## src/rtl/cpu_pkg.sv

```systemverilog
// Shared CPU definitions: MIPS opcode constants and the instruction loader's state encoding.
package cpu_pkg;

  localparam logic [5:0] OP_RTYPE = 6'b000000;
  localparam logic [5:0] OP_J     = 6'b000010;
  localparam logic [5:0] OP_JAL   = 6'b000011;
  localparam logic [5:0] OP_LW    = 6'b100011;
  localparam logic [5:0] OP_SW    = 6'b101011;
  localparam logic [5:0] OP_ADDI  = 6'b001000;

  typedef enum logic [1:0] {
    IDLE,
    LOAD,
    FLUSH,
    DONE
  } loader_state_e;

endpackage

```

## src/rtl/ir_pack.sv

```systemverilog
// Combinational encoder: packs decoded instruction fields into a 32-bit MIPS word,
// placing the destination register where the decode side expects to find it.
module ir_pack
  import cpu_pkg::*;
(
  input  logic [5:0]  op_i,
  input  logic [4:0]  ar_i,
  input  logic [4:0]  br_i,
  input  logic [4:0]  rdr_i,
  input  logic [15:0] imm_i,
  input  logic [25:0] ind_i,
  output logic [31:0] word_o
);

  always_comb begin
    word_o = {op_i, ar_i, br_i, imm_i};
    case (op_i)
      OP_J, OP_JAL:   word_o = {op_i, ind_i};
      // lw and addi write rt, so the destination lands in the rt slot
      OP_LW, OP_ADDI: word_o = {op_i, ar_i, rdr_i, imm_i};
      OP_SW:          word_o = {op_i, ar_i, br_i, imm_i};
      OP_RTYPE:       word_o = {op_i, ar_i, br_i, rdr_i, imm_i[10:0]};
      default:        word_o = {op_i, ar_i, br_i, imm_i};
    endcase
  end

endmodule

```

## src/rtl/ir_assembler_loader.sv

```systemverilog
// Streams field tuples into instruction memory: packs each accepted tuple and writes it
// one cycle later at consecutive word addresses, ending on last or on address wrap.
module ir_assembler_loader
  import cpu_pkg::*;
#(
  parameter int AW = 8
) (
  input  logic          clk,
  input  logic          rst,
  input  logic          start,
  input  logic [AW-1:0] base_addr,
  input  logic          in_valid,
  output logic          in_ready,
  input  logic [5:0]    op,
  input  logic [4:0]    ar,
  input  logic [4:0]    br,
  input  logic [4:0]    rdr,
  input  logic [15:0]   imm,
  input  logic [25:0]   ind,
  input  logic          last,
  output logic          mem_we,
  output logic [AW-1:0] mem_addr,
  output logic [31:0]   mem_wdata,
  output logic          done,
  output logic          ovf,
  output logic [AW:0]   count
);

  localparam logic [AW-1:0] ADDR_MAX  = '1;
  localparam logic [AW-1:0] ADDR_ONE  = {{(AW-1){1'b0}}, 1'b1};
  localparam logic [AW:0]   COUNT_MAX = {1'b1, {AW{1'b0}}};
  localparam logic [AW:0]   COUNT_ONE = {{AW{1'b0}}, 1'b1};

  loader_state_e state_q, state_d;
  logic [AW-1:0] wr_addr_q, wr_addr_d;
  logic [AW:0]   count_q, count_d;
  logic          ovf_q, ovf_d;
  logic          we_q, we_d;
  logic [AW-1:0] addr_q, addr_d;
  logic [31:0]   wdata_q, wdata_d;
  logic [31:0]   packed_word;
  logic          accept;

  ir_pack u_pack (
    .op_i   (op),
    .ar_i   (ar),
    .br_i   (br),
    .rdr_i  (rdr),
    .imm_i  (imm),
    .ind_i  (ind),
    .word_o (packed_word)
  );

  // in_ready comes straight from the state register, never from in_valid
  assign in_ready = (state_q == LOAD);
  assign accept   = in_valid && in_ready;

  always_comb begin
    state_d   = state_q;
    wr_addr_d = wr_addr_q;
    ovf_d     = ovf_q;
    we_d      = 1'b0;
    addr_d    = addr_q;
    wdata_d   = wdata_q;
    count_d   = count_q;
    if (we_q && (count_q != COUNT_MAX)) begin
      count_d = count_q + COUNT_ONE;
    end

    case (state_q)
      IDLE, DONE: begin
        if (start) begin
          state_d   = LOAD;
          wr_addr_d = base_addr;
          count_d   = '0;
          ovf_d     = 1'b0;
        end
      end
      LOAD: begin
        if (accept) begin
          we_d      = 1'b1;
          addr_d    = wr_addr_q;
          wdata_d   = packed_word;
          wr_addr_d = wr_addr_q + ADDR_ONE;
          if (last) begin
            state_d = FLUSH;
          end else if (wr_addr_q == ADDR_MAX) begin
            // the next address would wrap onto the start of memory, so the session stops here
            state_d = FLUSH;
            ovf_d   = 1'b1;
          end
        end
      end
      FLUSH: begin
        state_d = DONE;
      end
      default: begin
        state_d = IDLE;
      end
    endcase
  end

  always_ff @(posedge clk or posedge rst) begin
    if (rst) begin
      state_q   <= IDLE;
      wr_addr_q <= '0;
      count_q   <= '0;
      ovf_q     <= 1'b0;
      we_q      <= 1'b0;
      addr_q    <= '0;
      wdata_q   <= '0;
    end else begin
      state_q   <= state_d;
      wr_addr_q <= wr_addr_d;
      count_q   <= count_d;
      ovf_q     <= ovf_d;
      we_q      <= we_d;
      addr_q    <= addr_d;
      wdata_q   <= wdata_d;
    end
  end

  assign mem_we    = we_q;
  assign mem_addr  = addr_q;
  assign mem_wdata = wdata_q;
  assign done      = (state_q == DONE);
  assign ovf       = ovf_q;
  assign count     = count_q;

endmodule

```

## config.mk

```make
export PLATFORM = sky130hd
export DESIGN_NAME = ir_assembler_loader
export DESIGN_NICKNAME = d
export VERILOG_FILES = /design/src/rtl/cpu_pkg.sv /design/src/rtl/ir_pack.sv /design/src/rtl/ir_assembler_loader.sv
export SDC_FILE = /design/constraint.sdc
export NUM_CORES = 1
export LEC_CHECK = 0
export ABC_AREA = 0
export BUFFER_PORTS_ARGS = -buffer_cell sky130_fd_sc_hd__buf_4
export CORE_UTILIZATION = 52
export CTS_CLUSTER_SIZE = 28
export DETAILED_ROUTE_END_ITERATION = 8
export MAX_ROUTING_LAYER = met4
export PLACE_DENSITY_LB_ADDON = 0.08
export SYNTH_ARGS = -nofsm -noshare
export SYNTH_HDL_FRONTEND = slang
export SYNTH_SLANG_ARGS = --single-unit
export TNS_END_PERCENT = 30
```

## constraint.sdc

```tcl
create_clock -name clk -period 2.9 [get_ports clk]
set_clock_uncertainty 0.2 [all_clocks]
set_input_delay 0.435 -clock clk [delete_from_list [all_inputs] [get_ports clk]]
set_output_delay 0.435 -clock clk [all_outputs]
set_load 0.02 [all_outputs]
```

Yosys cells after proc, flatten, opt, wreduce, memory -nomap -nowiden
Index checks and enable logic that the tools add are counted.
Operators by class
  add/subtract/negate cells: 2
  reductions and logical operators: 12
  eq/ne operators: 14
  multiplexer cells: 19
Operators by type and width (count)
  $pmux 26 s3: 1
  $mux 9: 3
  $mux 8: 2
  $pmux 8 s2: 1
  $eq 6x2->1 const B: 2
  $add 9x1->9 const B: 1
  $ne 9x9->1 const B: 1
  $add 8x1->8 const B: 1
  $eq 8x8->1 const B: 1
  $mux 2: 4
  $eq 6x4->1 const B: 1
  $eq 6x6->1 const B: 1
  $logic_not 6->1: 1
  $mux 1: 6
  $pmux 2 s3: 1
  $reduce_and 3->1: 2
  $reduce_or 2->1: 3
  $reduce_and 5->1: 1
  $eq 2x2->1 const B: 2
  $ne 2x1->1 const B: 2
  $ne 2x2->1 const B: 2
  $ne 3x1->1 const B: 1
  $eq 2x1->1 const B: 1
  $logic_and 1x1->1: 2
  4 further kinds: 4
Word-level totals
  register bits after elaboration: 61
  logic and storage cells: 54
  output and inout bits: 53
  bits of input ports: 76

Longest topological paths before layout
  word-level depth: 5
  gate-level depth with buffers: 7
  mapped depth without buffers: 6

Modules after synthesis
Synthesis repeated with hierarchy kept, for this count alone.
Unflattened totals
  cells, all modules: 281
  area total of the unflattened synthesis: 3275.6 um^2
By module, submodules not included
  ir_assembler_loader: times used 1, cells an instance 215, sequential area each 1526.5 um^2, area each 2692.6 um^2
  ir_pack: times used 1, cells an instance 66, sequential area each 0.0 um^2, area each 583.1 um^2

Least setup slack after synthesis
Ideal clock, no wire load.
  kind: reg2reg
  from: register state_q[1]
  to: register wr_addr_q[0]
  buffers on the path: 2
  required time: 2574 ps
  stages on the path, launching flop included: 8
  setup time: 126 ps
  setup slack: 944 ps
  arrival time: 1630 ps
  period minus slack after synthesis: 1956 ps
  path through: dfrtp_1 -> inv_1 -> ha_1 -> clkbuf_1 -> clkbuf_1 -> inv_1 -> a21oi_1 -> mux2i_1
Between the ends
  longest elaborated chain between the ends: 4
  elaborated cells on any way between the ends: 10
  classes of those cells: 4 x eq/ne; 1 x mux; 5 x reduce/logical
RTL lines
  start, declared: RTL line ir_assembler_loader.sv:34  | loader_state_e state_q, state_d;
  start signal, assigned: RTL line ir_assembler_loader.sv:113  | state_q <= state_d;
  $eq 2x1->1 *: RTL line ir_assembler_loader.sv:55  | assign in_ready = (state_q == LOAD);
  via in_ready: RTL line ir_assembler_loader.sv:13  | output logic in_ready,
  $logic_and 1x1->1: RTL line ir_assembler_loader.sv:56  | assign accept = in_valid && in_ready;
  $ne 2x1->1 (no source line)
  $reduce_and 3->1 (no source line)
  end signal, assigned: RTL line ir_assembler_loader.sv:114  | wr_addr_q <= wr_addr_d;
  end, declared: RTL line ir_assembler_loader.sv:35  | logic [AW-1:0] wr_addr_q, wr_addr_d;
The timed path passes the listed nets; every way through them passes the cells marked *.
A chain may end at the register's enable or synchronous reset.

Final worst setup path
  from: register state_q[0]
  to: register ovf_q, in the netlist ovf
Between the ends
  longest elaborated chain between the ends: 4
  elaborated cells on any way between the ends: 12
  classes of those cells: 6 x eq/ne; 1 x mux; 5 x reduce/logical
RTL lines
  $eq 2x2->1, or another cell as far along: RTL line ir_assembler_loader.sv:70  | case (state_q)
  $reduce_or 2->1 or $logic_and 1x1->1 (tied branches): RTL line ir_assembler_loader.sv:70, ir_assembler_loader.sv:56
  $ne 2x2->1 (no source line), or another cell as far along
  $reduce_and 5->1 (no source line)
  end signal, assigned: RTL line ir_assembler_loader.sv:116  | ovf_q <= ovf_d;
  end, declared: RTL line ir_assembler_loader.sv:37  | logic ovf_q, ovf_d;
Parallel ways exist; a longest one is shown, timed or not.

==> flow_metrics.env <==
export IMPL_outcome="finished clean"
export IMPL_cts_sinks=61
export IMPL_routed_wl_um=7480
export IMPL_fin_nets=535
export IMPL_cts_hold_buf=0
export IMPL_synth_edf_count=0
export IMPL_wl_per_cell_um=14.2
export IMPL_rsz0062_at_grt="false"
export IMPL_num_antenna_cells=0
export IMPL_ir_drop_mv=0.619
export IMPL_grt_max_degree=52
export IMPL_yosys_warnings=0
export IMPL_power_density_nw_per_um2=981
export IMPL_leakage_nw=2.07
export IMPL_vias=2811
export IMPL_whs_ns=0.0148
export IMPL_insertion_delay_ns=0.32
export IMPL_path_class="reg -> reg"
export IMPL_path_max_fanout=23
export IMPL_synth_cells=327
export IMPL_cp_slowest_cell="dfrtp_1"
export IMPL_post_cts_buffers=0
export IMPL_drt_iter0_drc=175
export IMPL_fmax_mhz=477
export IMPL_synth_cell_types=37
export IMPL_cts_resized=0
export IMPL_grt_ovfl_total=0
export IMPL_rows=27
export IMPL_track_usage=0.257
export IMPL_core_um2=5610
export IMPL_fp_dieH_um=79.0
export IMPL_ant_nets=0
export IMPL_cp_data_arrival_time_ns=2.09
export IMPL_timing_setup_tns_ns=0
export IMPL_synthFlopType="dfrtp_1"
export IMPL_postSynthNetCount=409
export IMPL_routabilityCongestion=0.868
export IMPL_period_needed_ns=2.10
export IMPL_place_ws_ns=0.667
export IMPL_crit_family="simple AND/OR/NAND/NOR gates"
export IMPL_die_area_um2=6240
export IMPL_setup_viol=0
export IMPL_required_ns=2.90
export IMPL_synth_seq_cells=61
export IMPL_start_kind="flop"
export IMPL_maxCapViolCount=0
export IMPL_max_slew_margin=0.413
export IMPL_critPathMaxStageDelay_ns=0.41
export IMPL_io_pins=129
export IMPL_numCtsBuffers=9
export IMPL_synthesis_area_um2=3080
export IMPL_drc=0
export IMPL_synth_avg_cell_area_um2=9.43
export IMPL_path_cells="ha_1, buf_4, or2_2, and3_1, a31oi_1, a21oi_1"
export IMPL_initial_core_util=0.550
export IMPL_area_delta_synth_final_pct=37.8
export IMPL_path_clk_slew_ns=0.07
export IMPL_root_buffer="clkbuf_8"
export IMPL_end_kind="flop"
export IMPL_dp_hpwl_um=5540
export IMPL_h_tree_depth=3
export IMPL_port_buffers=128
export IMPL_drive_gt1_frac=0.338
export IMPL_cts_tree="built"
export IMPL_drv_slew=0
export IMPL_grt_pass1_wl_um=12100
export IMPL_antenna_found_initial=0
export IMPL_clockBufferDepth=2
export IMPL_worst_pin_slew_ns=0.880
export IMPL_vias_per_cell=5.32
export IMPL_holdCritPathClass="in -> async"
export IMPL_fin_crit_sh=0.724
export IMPL_seq_area_frac_synth=0.495
export IMPL_crit_buf_inv=1
export IMPL_async_flop_share=1.00
export IMPL_finalWorstSetupSlack_ns=0.802
export IMPL_first_pass_iters=4
export IMPL_grt_pass1_vias=2739
export IMPL_die_x_um=79.0
export IMPL_hold_violations=0
==> registers in the layout, indices dropped and copies added (netlist names) <==
signal / flops
mem_wdata: 32
count: 9
mem_addr: 8
wr_addr_q: 8
state_q: 2
mem_we: 1
ovf: 1
==> report_power, final <==
part / internal, mW / switching, mW
registers: 1.22 / 0.264
logic: 0.838 / 1.16
clock network: 0.393 / 0.299
==> path summary, 6_finish.rpt <==
path	from	end	slack, ns	cells past startpoint
setup / recovery	state_q[0]$_DFFE_PP0P_	ovf$_DFFE_PP0P_	0.80	6
hold / removal	rst	mem_wdata[24]$_DFFE_PP0P_	0.01	2
setup reg to reg	state_q[0]$_DFFE_PP0P_	ovf$_DFFE_PP0P_	0.80	6
hold reg to reg	mem_wdata[30]$_DFFE_PP0P_	mem_wdata[30]$_DFFE_PP0P_	0.28	2
max in group asynchronous	rst	mem_wdata[28]$_DFFE_PP0P_	1.89	3
min in group clk	op[2]	mem_wdata[28]$_DFFE_PP0P_	0.16	3
==> cells in the final DEF (no fill, tap or decap), drive strengths merged, types with 4 or more instances in the layout <==
cell,instances
o22ai,4
nand2,76
inv,10
nand2b,4
nor2,20
a21oi,22
o21ai,32
a32oi,5
clkbuf,13
ha,6
buf,132
mux2i,22
nand3,10
a31oi,12
dfrtp,61
==> cells in the mapped netlist, drive strengths merged (2+ instances only) <==
cell type,n,area (µm²)
nand4,3,18.8
xor2,3,26.3
xnor2,2,17.5
nand3,10,50.1
inv,10,37.5
nor2,20,75.1
and3,2,12.5
a32oi,5,43.8
clkbuf,13,68.8
buf,4,53.8
or2,2,12.5
or3,2,12.5
nand2,76,285
o22ai,4,25.0
dfrtp,61,1530
nand2b,4,25.0
a31oi,12,75.1
ha,6,75.1
a21oi,22,110
o21ai,32,160
mux2i,22,220
nor4b,2,32.5
==> kinds of logic (layout without fill, tap and decap cells) <==
group | Yosys count | count (layout) | share of synthesized area
adder cells (fa/ha/maj) | 6 | 6 | 0.0243
buffers and inverters | 27 | 156 | 0.0519
AO/OA/AOI/OAI | 79 | 79 | 0.152
flip-flops | 61 | 61 | 0.495
XOR/XNOR | 5 | 5 | 0.0142
multiplexers | 22 | 22 | 0.0714
AND/OR/NAND/NOR | 127 | 127 | 0.191
==> through the flow <==
stage / power, mW / cell area [µm²] / utilization / cells
2_1_floorplan: 2.72 / 3080 / - / 327
3_3_place_gp: 3.43 / 4070 / 0.725 / 514
3_5_place_dp: 3.50 / 4070 / 0.725 / 514
4_1_cts: 4.20 / 4250 / 0.758 / 528
5_1_grt: 4.47 / 4250 / 0.758 / 528
6_report: 4.17 / 4250 / 0.758 / 528
==> final cells by class <==
class / instances / area, µm²
Sequential cell: 61 / 1530
Multi-Input combinational cell: 239 / 1400
Fill cell: 432 / 1360
Timing Repair Buffer: 132 / 1020
Clock buffer: 13 / 179
Tap cell: 72 / 90.1
Inverter: 10 / 37.5
Clock inverter: 1 / 5.00
==> metal layers <==
metal	track usage	wire, µm
met1	0.334	3320
met2	0.396	3580
met3	0.0391	443
met4	0.124	139
met5	-	0
Note: power is estimated with default switching activity, not from simulation.
